**src/rtl/bt_uart_scheduler.sv**
```systemverilog
// bt_uart_scheduler: round-robin TX FIFO arbiter for two packet
// requesters plus a one-byte-at-a-time RX FIFO reader.
module bt_uart_scheduler #(
  parameter int TIMEOUT = 1024,
  parameter int CNT_W   = 16
) (
  input  logic             clk,
  input  logic             reset,
  input  logic             tx_wrfull,
  output logic             tx_write,
  output logic [7:0]       tx_writedata,
  input  logic             a_valid,
  input  logic [7:0]       a_data,
  input  logic             a_last,
  output logic             a_ready,
  input  logic             b_valid,
  input  logic [7:0]       b_data,
  input  logic             b_last,
  output logic             b_ready,
  output logic [1:0]       grant,
  output logic             timeout_err,
  output logic [CNT_W-1:0] tx_count,
  input  logic             rx_rdempty,
  output logic             rx_read,
  input  logic [7:0]       rx_readdata,
  output logic             rx_valid,
  output logic [7:0]       rx_data,
  input  logic             rx_ready
);

  localparam int IW = $clog2(TIMEOUT);
  localparam logic [IW-1:0] IDLE_MAX = IW'(TIMEOUT - 1);

  typedef enum logic [1:0] {T_IDLE, T_A, T_B} tx_st_t;
  typedef enum logic [1:0] {R_IDLE, R_READ, R_CAPT, R_HOLD} rx_st_t;

  tx_st_t        tx_st, tx_nxt;
  rx_st_t        rx_st, rx_nxt;
  logic          ptr_b, ptr_nxt;
  logic [IW-1:0] idle_cnt, idle_nxt;
  logic          sel_valid, sel_last;
  logic          xfer, expire;
  logic          win_a, win_b;

  // TX next state, grant mux and idle-timeout bookkeeping
  always_comb begin
    tx_nxt       = tx_st;
    ptr_nxt      = ptr_b;
    idle_nxt     = idle_cnt;
    sel_valid    = 1'b0;
    sel_last     = 1'b0;
    tx_writedata = '0;
    a_ready      = 1'b0;
    b_ready      = 1'b0;
    unique case (tx_st)
      T_A: begin
        sel_valid    = a_valid;
        sel_last     = a_last;
        tx_writedata = a_data;
        a_ready      = ~tx_wrfull;
      end
      T_B: begin
        sel_valid    = b_valid;
        sel_last     = b_last;
        tx_writedata = b_data;
        b_ready      = ~tx_wrfull;
      end
      default: ;
    endcase
    xfer   = sel_valid & ~tx_wrfull;
    expire = (tx_st != T_IDLE) & ~sel_valid
           & (idle_cnt == IDLE_MAX);
    win_a  = a_valid & (~b_valid | ~ptr_b);
    win_b  = b_valid & (~a_valid | ptr_b);
    if (tx_st == T_IDLE) begin
      idle_nxt = '0;
      unique case (1'b1)
        win_a:   tx_nxt = T_A;
        win_b:   tx_nxt = T_B;
        default: ;
      endcase
    end else if (xfer) begin
      idle_nxt = '0;
      if (sel_last) begin
        tx_nxt  = T_IDLE;
        ptr_nxt = (tx_st == T_A);
      end
    end else if (!sel_valid) begin
      if (expire) begin
        tx_nxt   = T_IDLE;
        ptr_nxt  = (tx_st == T_A);
        idle_nxt = '0;
      end else begin
        idle_nxt = idle_cnt + 1'b1;
      end
    end
  end

  assign tx_write    = xfer;
  assign timeout_err = expire;
  assign grant       = {tx_st == T_B, tx_st == T_A};

  // TX state, round-robin pointer, idle counter and byte counter
  always_ff @(posedge clk or posedge reset) begin
    if (reset) begin
      tx_st    <= T_IDLE;
      ptr_b    <= 1'b0;
      idle_cnt <= '0;
      tx_count <= '0;
    end else begin
      tx_st    <= tx_nxt;
      ptr_b    <= ptr_nxt;
      idle_cnt <= idle_nxt;
      if (xfer) tx_count <= tx_count + 1'b1;
    end
  end

  // RX next state: read, capture, then hold until consumed
  always_comb begin
    rx_nxt = rx_st;
    unique case (rx_st)
      R_IDLE:  if (!rx_rdempty) rx_nxt = R_READ;
      R_READ:  rx_nxt = R_CAPT;
      R_CAPT:  rx_nxt = R_HOLD;
      R_HOLD:  if (rx_ready) rx_nxt = R_IDLE;
      default: rx_nxt = R_IDLE;
    endcase
  end

  // RX state plus registered strobe, valid and data
  always_ff @(posedge clk or posedge reset) begin
    if (reset) begin
      rx_st    <= R_IDLE;
      rx_read  <= 1'b0;
      rx_valid <= 1'b0;
      rx_data  <= '0;
    end else begin
      rx_st    <= rx_nxt;
      rx_read  <= (rx_nxt == R_READ);
      rx_valid <= (rx_nxt == R_HOLD);
      if (rx_st == R_CAPT) rx_data <= rx_readdata;
    end
  end

endmodule

```
**config.mk**
```make
export PLATFORM = sky130hd
export DESIGN_NAME = bt_uart_scheduler
export DESIGN_NICKNAME = d
export VERILOG_FILES = /design/src/rtl/bt_uart_scheduler.sv
export SDC_FILE = /design/constraint.sdc
export NUM_CORES = 1
export LEC_CHECK = 0
export ABC_AREA = 1
export CAP_MARGIN = 0
export CORE_ASPECT_RATIO = 0.5
export CORE_UTILIZATION = 34
export DETAILED_ROUTE_END_ITERATION = 10
export GPL_ROUTABILITY_DRIVEN = 0
export MAX_ROUTING_LAYER = met4
export PLACE_DENSITY = 0.64
export SLEW_MARGIN = 20
export SYNTH_ARGS = -nofsm -noshare
export SYNTH_HDL_FRONTEND = slang
export SYNTH_SLANG_ARGS = --single-unit
export TNS_END_PERCENT = 100
```
**constraint.sdc**
```tcl
create_clock -name clk -period 1.4 [get_ports clk]
set_input_delay 0.28 -clock clk [delete_from_list [all_inputs] [get_ports clk]]
set_output_delay 0.28 -clock clk [all_outputs]
set_load 0.05 [all_outputs]
```
==> out/results.ini, run 1 <==
[power_and_ir_drop]
p_leak_nw = 2.01
p_sw_mw = 3.52
clkPwrFrac_pct = 17.8
p_per_area_mw_per_mm2 = 1900
peakVddDrop_v = 0.000876
swShare_pct = 41.2
p_int_mw = 5.04
p_seq_share_pct = 20.6
comb_power_share_pct = 61.6
design_power_total_mw = 8.56

[finish]
diodes = 0
nFillCells = 445
register_area_mm2 = 0.00103
drive_above_1_share_pct = 43.9
multiInputGateArea_mm2 = 0.00144
nNetsFinal = 449
layout.cells.non_filler = 500
area_growth_pct = 101

[routing]
dr.pass1.iters = 4
wl_met2_mm = 3.66
drt_iter0_drc = 77
wl_mm = 7.01
drc = 0
postRouteAntennaNets = 0
drt-met1-wl_mm = 2.82
routed.top_layer = met4
via_per_inst = 4.73
vias = 2364
drt-wirelength-per-cell_um = 14.0
routed-wl-met3_um = 395

[yosys]
synth.area.top_cells = dfrtp_1 46%, nand2_1 16%, inv_1 5.5%, nor2_1 4.4%, mux2_2 4.0%
synth_edf_count = 0
synthDistinctLibCells = 29
syn-num-nets = 320
ys_ff_latch = 41
synth_top_area_share_pct = 45.8
synth_most_common_cell = nand2_1
syn_area_mm2 = 0.00224
yosys.area.top_type = dfrtp_1
ys_seq_area_share_pct = 45.8
synth_commonest_cells = 95 x nand2_1, 41 x dfrtp_1, 33 x inv_1
syn_inst = 282
async_flop_share_pct = 100
avgSynthCellArea_um2 = 7.95
yosys_warnings = 0
yosys_most_used_dff = dfrtp_1

[outcome]
outcome = complete, but fails checks
violations = setup timing

[die]
coreArea_mm2 = 0.00621
io_pins = 73
die_h_um = 59.4
rows = 20
die-area_mm2 = 0.00694
initial_utilization_pct = 36.1
die_x_um = 117

[worst_setup_path]
r2r_setup_slack_ps = -360
startpoint = tx_st[0]
r2r_start = tx_st[1]
crit_path_end = tx_writedata[1]
worst_setup_path_start_kind = flip-flop
r2r-end = tx_count[9]
cp-end-kind = primary output
reg2reg_depth = 10
crit_arrival_ps = 1650
path_max_fanout = 8
worstPathRequired_ps = 1120
path_class = flip-flop to primary output

[timing]
fin_crit_ps = 1930
finalSetupViolations = 43
timing.final.ws_setup_ps = -529
finalHoldViolations = 0
maxSlewHeadroom_pct = 73.3
fin_crit_sh_pct = 138
tightest_slew_ps = 398
max_clock_freq_ghz = 0.518
rsz0062_at_grt = yes
slew_violations = 0
finClkSkew_ps = 5.53

[clock_network]
cts_root_buf = clkbuf_16
clkTransAtPathRegs_ps = 60
clock_latency_ps = 290
cts_tree = yes
cts.sinks = 41
htree_levels = 2
cts_max_path_buffers = 2
hold_buffers = 0
numCtsBuffers = 5

[place]
placedCellCount = 476
hpwlAfterDp_mm = 4.77
numPortBuffers = 72

[grt]
global_route.usage.total_pct = 19.1
grt_pass1_wl_mm = 9.80
grt_pass1_vias = 2240
grt_max_degree = 42
grt_antenna_before_repair = 0
grt-ovfl-total = 0

[run]
drv_cap = 0

[hold_path]
hp-class = input port to asynchronous set/reset pin

[metrics by stage]
step           utilization (%)  setup TNS, ps  cell area, µm²  setup slack (ps)  hold slack, ps
2_1_floorplan                -          -9050            2430              -361             351
3_3_place_gp              63.3         -10330            3930              -365             460
3_5_place_dp              63.3         -11500            3930              -394             472
5_1_grt                   72.6         -15450            4510              -606             398
6_report                  72.6         -12500            4510              -529             384
4_1_cts                   67.1         -12880            4170              -536             395
[cell usage in the layout, fill, tap and decap left out, types with 3 or more instances in the layout]
| master | netlist | routed |
|---|---|---|
| dfrtp_1 | 41 | 40 |
| buf_12 | 0 | 43 |
| o21ai_0 | 8 | 6 |
| nand2_1 | 95 | 78 |
| nor2_4 | 2 | 8 |
| inv_4 | 0 | 4 |
| buf_4 | 0 | 39 |
| buf_6 | 1 | 11 |
| clkbuf_16 | 0 | 5 |
| inv_2 | 0 | 4 |
| ha_4 | 0 | 3 |
| xor2_1 | 5 | 5 |
| clkdlybuf4s50_1 | 0 | 32 |
| nand3_1 | 15 | 8 |
| nand3_2 | 1 | 5 |
| nand3b_1 | 3 | 3 |
| xnor2_1 | 7 | 5 |
| a21oi_4 | 0 | 8 |
| nand2_2 | 3 | 13 |
| nand3_4 | 0 | 3 |
| inv_1 | 33 | 23 |
| nor2_2 | 1 | 4 |
| nand2_4 | 0 | 7 |
| mux2_2 | 8 | 8 |
| nor2_1 | 26 | 17 |
[how the worst min path moves through the flow]
| stage | endpoint | cells past startpoint | from |
|---|---|---|---|
| global route | idle_cnt[9] | 3 | reset |
| CTS | idle_cnt[9] | 3 | reset |
| floorplan | rx_read | 1 | rx_rdempty |
| finish | idle_cnt[9] | 3 | reset |
| detailed placement | rx_read | 1 | rx_st[1] |
| global placement | ptr_b | 2 | ptr_b |
[cells by family (layout without fill, tap and decap cells)]
kind of cell,count (synthesis),in the layout,share of synthesized area [%]
mux,8,8,4.02
compound gates,25,25,6.53
buf+inv,36,166,6.42
xor+xnor,12,12,4.69
flops,41,41,45.8
simple gates,155,155,29.8
fa+ha+maj,5,5,2.79
[power groups by stage]
| stage | combinational, mW | sequential [mW] | clock (mW) |
|---|---|---|---|
| after floorplan | 1.96 | 2.32 | 0 |
| after global placement | 4.61 | 1.75 | 0 |
| after detailed placement | 4.69 | 1.77 | 0 |
| after CTS | 4.83 | 1.75 | 1.54 |
| after global routing | 5.52 | 1.80 | 1.59 |
| final | 5.27 | 1.77 | 1.53 |
[layer usage]
layer	up-vias	GRT usage, %
li1	1139	-
met1	1153	21.2
met2	55	34.2
met3	17	4.29
met4	0	7.05
met5	-	-
[worst max-delay path: stages (launching register included)]
cell	delay (ps)
dfrtp_1	420
inv_2	90
ha_4	310
clkinvlp_4	100
buf_12	160
a21oi_4	140
buf_12	150
[repair_timing]
action | in CTS | in global routing
setup endpoints to repair | 43 | 43
resized for setup | 10 | 62
pin swaps | 3 | 17
buffers inserted | 2 | 15
[final cells by class]
cell class	count	share of cell area, %
timing repair buffer	125	35.5
inverter	33	3.14
sequential	41	22.8
clock inverter	3	1.53
clock buffer	5	2.78
multi-input combinational	205	31.9
tap	88	2.44
[state kept, by name (all words and copies together), names as in the netlist]
register,flops
tx_count,16
idle_cnt,10
rx_data,8
rx_st,2
tx_st,2
ptr_b,1
rx_read,1
rx_valid,1
Note: power is estimated with default switching activity, not from simulation.
==> inputs of run 2 (changes only) <==
--- a/config.mk
+++ b/config.mk
@@ -8,11 +8,11 @@
 export ABC_AREA = 1
 export CAP_MARGIN = 0
 export CORE_ASPECT_RATIO = 0.5
-export CORE_UTILIZATION = 34
+export CORE_UTILIZATION = 40
 export DETAILED_ROUTE_END_ITERATION = 10
 export GPL_ROUTABILITY_DRIVEN = 0
 export MAX_ROUTING_LAYER = met4
-export PLACE_DENSITY = 0.64
+export PLACE_DENSITY = 0.71
 export SLEW_MARGIN = 20
 export SYNTH_ARGS = -nofsm -noshare
 export SYNTH_HDL_FRONTEND = slang
==> constraint.sdc (replaced) <==
create_clock -name clk -period 2 [get_ports clk]
set_input_delay 0.4 -clock clk [delete_from_list [all_inputs] [get_ports clk]]
set_output_delay 0.4 -clock clk [all_outputs]
set_load 0.05 [all_outputs]
==> run 2 against run 1 <==
Against the previous run: the run still ends with setup timing left; critical path depth stayed put; first-iteration DRC count is 5.2% higher; wire length fell by 20%; largest power group unchanged.
==> out/results.ini, run 2 (synthesis results as in run 1) <==
[routing]
dr.pass1.iters = 5
wl_mm = 5.61
drt_iter0_drc = 81
postRouteAntennaNets = 0
drt-wirelength-per-cell_um = 12.6
drc = 0
vias = 2156
via_per_inst = 4.82

[die]
die-area_mm2 = 0.00593
die_x_um = 108
coreArea_mm2 = 0.00516
rows = 18
initial_utilization_pct = 43.5
io_pins = 73
die_h_um = 54.9

[worst_setup_path]
r2r_start = tx_st[0]
crit_path_end = tx_write
path_class = flip-flop to primary output
worst_setup_path_start_kind = flip-flop
startpoint = tx_st[0]
crit_arrival_ps = 1620
r2r_setup_slack_ps = 130
r2r-end = tx_count[12]
worstPathRequired_ps = 1600
path_max_fanout = 5
reg2reg_depth = 10
cp-end-kind = primary output

[outcome]
violations = setup timing
outcome = complete, but fails checks

[clock_network]
numCtsBuffers = 5
cts_root_buf = clkbuf_8
clkTransAtPathRegs_ps = 80
clock_latency_ps = 290
cts.sinks = 41
cts_tree = yes
hold_buffers = 0
cts_max_path_buffers = 2
htree_levels = 2

[grt]
grt_pass1_wl_mm = 8.80
grt_antenna_before_repair = 0
grt_pass1_vias = 2005
global_route.usage.total_pct = 20.1
grt-ovfl-total = 0
grt_max_degree = 42

[finish]
area_growth_pct = 62.8
drive_above_1_share_pct = 23.1
final_cell_mix = 93 x nand2_1, 52 x clkdlybuf4s50_1, 41 x dfrtp_1
top_register = tx_count
largest_reg_flops = 16
diodes = 0
final_core_util_pct = 70.8
register_area_mm2 = 0.00103
reg_top3 = tx_count x16, idle_cnt x10, rx_data x8
nFillCells = 404
nNetsFinal = 414
final_common_cell = nand2_1
multiInputGateArea_mm2 = 0.00126

[hold_path]
hp-class = flip-flop to flip-flop
hp-start = rx_st[1]

[timing]
maxSlewHeadroom_pct = 64.8
fin_crit_sh_pct = 101
timing.final.ws_setup_ps = -20.7
fin_setup_tns_ps = -34.6
rsz0062_at_grt = yes
finClkSkew_ps = 6.88
finalHoldViolations = 0
finalSetupViolations = 2
fin_crit_ps = 2020
max_clock_freq_ghz = 0.495
slew_violations = 0
tightest_slew_ps = 526

[run]
drv_cap = 0

[power_and_ir_drop]
comb_power_share_pct = 59.8
p_seq_share_pct = 24.1
p_leak_nw = 1.62
p_per_area_mw_per_mm2 = 1340
clkPwrFrac_pct = 16.1
design_power_total_mw = 4.89
peakVddDrop_v = 0.00116
swShare_pct = 43.7
p_int_mw = 2.75
p_sw_mw = 2.14

[place]
hpwlAfterDp_mm = 4.03
numPortBuffers = 72
dp_slack_ps = -56.5

run 2: cell types whose count changed in the layout (fill, tap and decap cells not counted), sizes merged:
| cell | delta |
|---|---|
| buf | -55 |
| clkinvlp | -1 |
| clkdlybuf4s50 | +20 |
| clkinv | +1 |
run 2: how the worst min path moves through the flow:
| stage | end | cells past startpoint |
|---|---|---|
| final | rx_read | 1 |
| after global routing | tx_count[8] | 1 |
| after CTS | rx_read | 1 |
| after detailed placement | ptr_b | 2 |
| after global placement | ptr_b | 2 |
| after floorplan | rx_read | 1 |
run 2: power by group through the flow:
stage                     Combinational [mW]  Clock, mW  Sequential, mW
after floorplan                         1.23          0            1.61
after global placement                  2.58          0            1.18
after detailed placement                2.61          0            1.19
after CTS                               2.76      0.800            1.17
after global routing                    3.10      0.829            1.21
final                                   2.92      0.788            1.18
run 2: stage by stage:
step	hold WS [ps]	instances	instance area, µm²
2_1_floorplan	437	282	2350
3_3_place_gp	457	430	3350
3_5_place_dp	459	430	3350
4_1_cts	476	441	3550
5_1_grt	513	447	3650
6_report	476	447	3650
run 2: area by class of cell:
cell class	instances	share of cell area, %
clock inverters	3	1.78
well taps	70	2.40
flip-flops and latches	41	28.1
clock buffers	5	1.89
repair buffers	90	27.9
inverters	33	3.50
multi-input cells	205	34.5
run 2: timing repair:
item	CTS	global route
setup endpoints to repair	10	10
gates cloned	0	0
endpoints found under the hold margin	0	0
buffers inserted	3	6
pin swaps	3	7
gates resized for setup	14	10
run 2: critical path, stage by stage, from the launching register on:
cell	delay [ps]
dfrtp_1	430
inv_2	90
ha_4	270
buf_4	150
nand3_4	110
clkinvlp_4	130
buf_12	160
run 2: routing by layer:
metal | wire, µm | GRT usage [%]
met4 | 59 | 6.62
met1 | 2500 | 24.2
met5 | 0 | -
met3 | 333 | 4.22
met2 | 2720 | 34.9
==> inputs of run 3 (changes only) <==
--- a/config.mk
+++ b/config.mk
@@ -7,12 +7,12 @@
 export LEC_CHECK = 0
 export ABC_AREA = 1
 export CAP_MARGIN = 0
-export CORE_ASPECT_RATIO = 0.5
 export CORE_UTILIZATION = 40
 export DETAILED_ROUTE_END_ITERATION = 10
+export DONT_BUFFER_PORTS = 1
 export GPL_ROUTABILITY_DRIVEN = 0
 export MAX_ROUTING_LAYER = met4
-export PLACE_DENSITY = 0.71
+export PLACE_DENSITY = 0.54
 export SLEW_MARGIN = 20
 export SYNTH_ARGS = -nofsm -noshare
 export SYNTH_HDL_FRONTEND = slang
==> run 3 against run 2 <==
Against the previous run: the run now ends clean; sequential share of layout area up 4.5 points; combinational power down 23%; largest cell class unchanged; sequential power up 31%; highest routed layer unchanged; count of clock-buffer cells in the layout up 1; register-to-register slack better by 40 ps; hold slack worse by 360 ps; design area down 14%.
==> out/results.ini, run 3 (synthesis results as in run 1) <==
[timing]
fin_crit_ps = 1980
fin_crit_sh_pct = 99.2
slew_violations = 0
rsz0062_at_grt = yes
fin_setup_tns_ps = 0
max_clock_freq_ghz = 0.504
finalSetupViolations = 0
finalHoldViolations = 0
timing.final.ws_setup_ps = 15.7
finClkSkew_ps = 3.45
tightest_slew_ps = 535
holdWs_ps = 118
maxSlewHeadroom_pct = 64.3

[die]
initial_utilization_pct = 42.8
die_x_um = 76.9
die_h_um = 76.9
die-area_mm2 = 0.00591
rows = 26
coreArea_mm2 = 0.00524
io_pins = 73

[worst_setup_path]
crit_path_end = tx_writedata[7]
path_max_fanout = 7
startpoint = tx_st[1]
path_cells = inv_2, ha_4, buf_12, nand2_1, a21oi_4, buf_12
slowest_delay_ps = 410
reg2reg_depth = 10
worst_setup_path_start_kind = flip-flop
path_class = flip-flop to primary output
cp_top_family = buffers and inverters
r2r-end = idle_cnt[3]
r2r_start = tx_st[1]
cpMostUsedCell = buf_12
crit_arrival_ps = 1580
cpMaxStageDelayCell = dfrtp_1
crit_buf_inv = 3
cp-end-kind = primary output
cp.depth = 6
worstPathRequired_ps = 1600
r2r_setup_slack_ps = 170

[clock_network]
cts_root_buf = clkbuf_8
hold_buffers = 0
cts_max_path_buffers = 2
clock_latency_ps = 290
cts.sinks = 41
htree_levels = 2
numCtsBuffers = 5
cts_tree = yes
clkTransAtPathRegs_ps = 80

[routing]
wl_mm = 4.94
drt-wirelength-per-cell_um = 12.3
drc = 0
postRouteAntennaNets = 0
drt_iter0_drc = 50
dr.pass1.iters = 4
vias = 1905
via_per_inst = 4.75

[place]
dp_slack_ps = 150
numPortBuffers = 0
placedCellCount = 380
placed_area_mm2 = 0.00277
hpwlAfterDp_mm = 3.63

[finish]
nFillCells = 484
final_core_util_pct = 60.1
area_growth_pct = 40.3
stdcell_area_mm2 = 0.00315
top_register = tx_count
nNetsFinal = 368
drive_above_1_share_pct = 30.8
final_common_cell = nand2_1
register_area_mm2 = 0.00103
diodes = 0
reg_top3 = tx_count x16, idle_cnt x10, rx_data x8
largest_reg_flops = 16
final_cell_mix = 85 x nand2_1, 41 x dfrtp_1, 29 x buf_4
multiInputGateArea_mm2 = 0.00127
layout.cells.non_filler = 401

[power_and_ir_drop]
p_per_area_mw_per_mm2 = 1430
p_leak_nw = 1.44
design_power_total_mw = 4.49
peakVddDrop_v = 0.000832

[grt]
grt_pass1_wl_mm = 8.25
grt-ovfl-total = 0
grt_max_degree = 42
grt_pass1_vias = 1856
global_route.usage.total_pct = 18.2
grt_antenna_before_repair = 0

[hold_path]
hp-class = input port to asynchronous set/reset pin

[outcome]
outcome = completed

[run]
drv_cap = 0

[run 3: changes by cell type in the layout (fill, tap and decap cells not counted), sizes merged]
| cell | before | now |
|---|---|---|
| clkdlybuf4s50 | 52 | 0 |
| buf | 38 | 44 |
| bufinv | 2 | 1 |
| clkbuf | 5 | 6 |
| clkinv | 1 | 0 |
| clkinvlp | 1 | 2 |
[run 3: worst min path at each step]
stage / startpoint / to / cells past startpoint
after floorplan: rx_st[1] / rx_read / 1
after global placement: reset / rx_read / 2
after detailed placement: reset / rx_read / 2
after CTS: reset / rx_st[0] / 2
after global routing: rx_rdempty / rx_read / 1
final: reset / tx_st[1] / 2
[run 3: routing by layer]
metal | vias to the layer above | global-route usage (%) | wire (µm)
met4 | 0 | 5.19 | 27
li1 | 978 | - | -
met1 | 868 | 20.4 | 2160
met2 | 57 | 30.7 | 2430
met3 | 2 | 5.95 | 322
met5 | - | - | 0
[run 3: report_power, final]
group          switching, mW  total [mW]  internal (mW)
registers              0.513        1.54           1.02
logic                   1.28        2.26          0.980
clock network          0.282       0.687          0.406
total                   2.08        4.49           2.41
[run 3: worst register-to-register path, cell delays in order, from the launching register on]
cell	delay (ps)
dfrtp_1	410
inv_2	120
ha_4	190
nand2_2	80
nand2_4	80
buf_4	120
nand4_2	220
inv_1	260
o21ai_0	110
nand2_1	70
nor2_1	40
[run 3: timing repair]
action | in CTS | in global routing
resized for setup | 31 | 9
buffers inserted | 8 | 5
endpoints found under the setup margin | 11 | 10
pin swaps | 15 | 7
gates cloned | 1 | 0
[run 3: layout make-up]
type,count,share of cell area (%)
inverter,33,4.14
timing repair buffer,44,16.1
multi-input combinational,205,40.5
tap,70,2.78
clock inverter,2,1.19
clock buffer,6,2.62
sequential,41,32.6
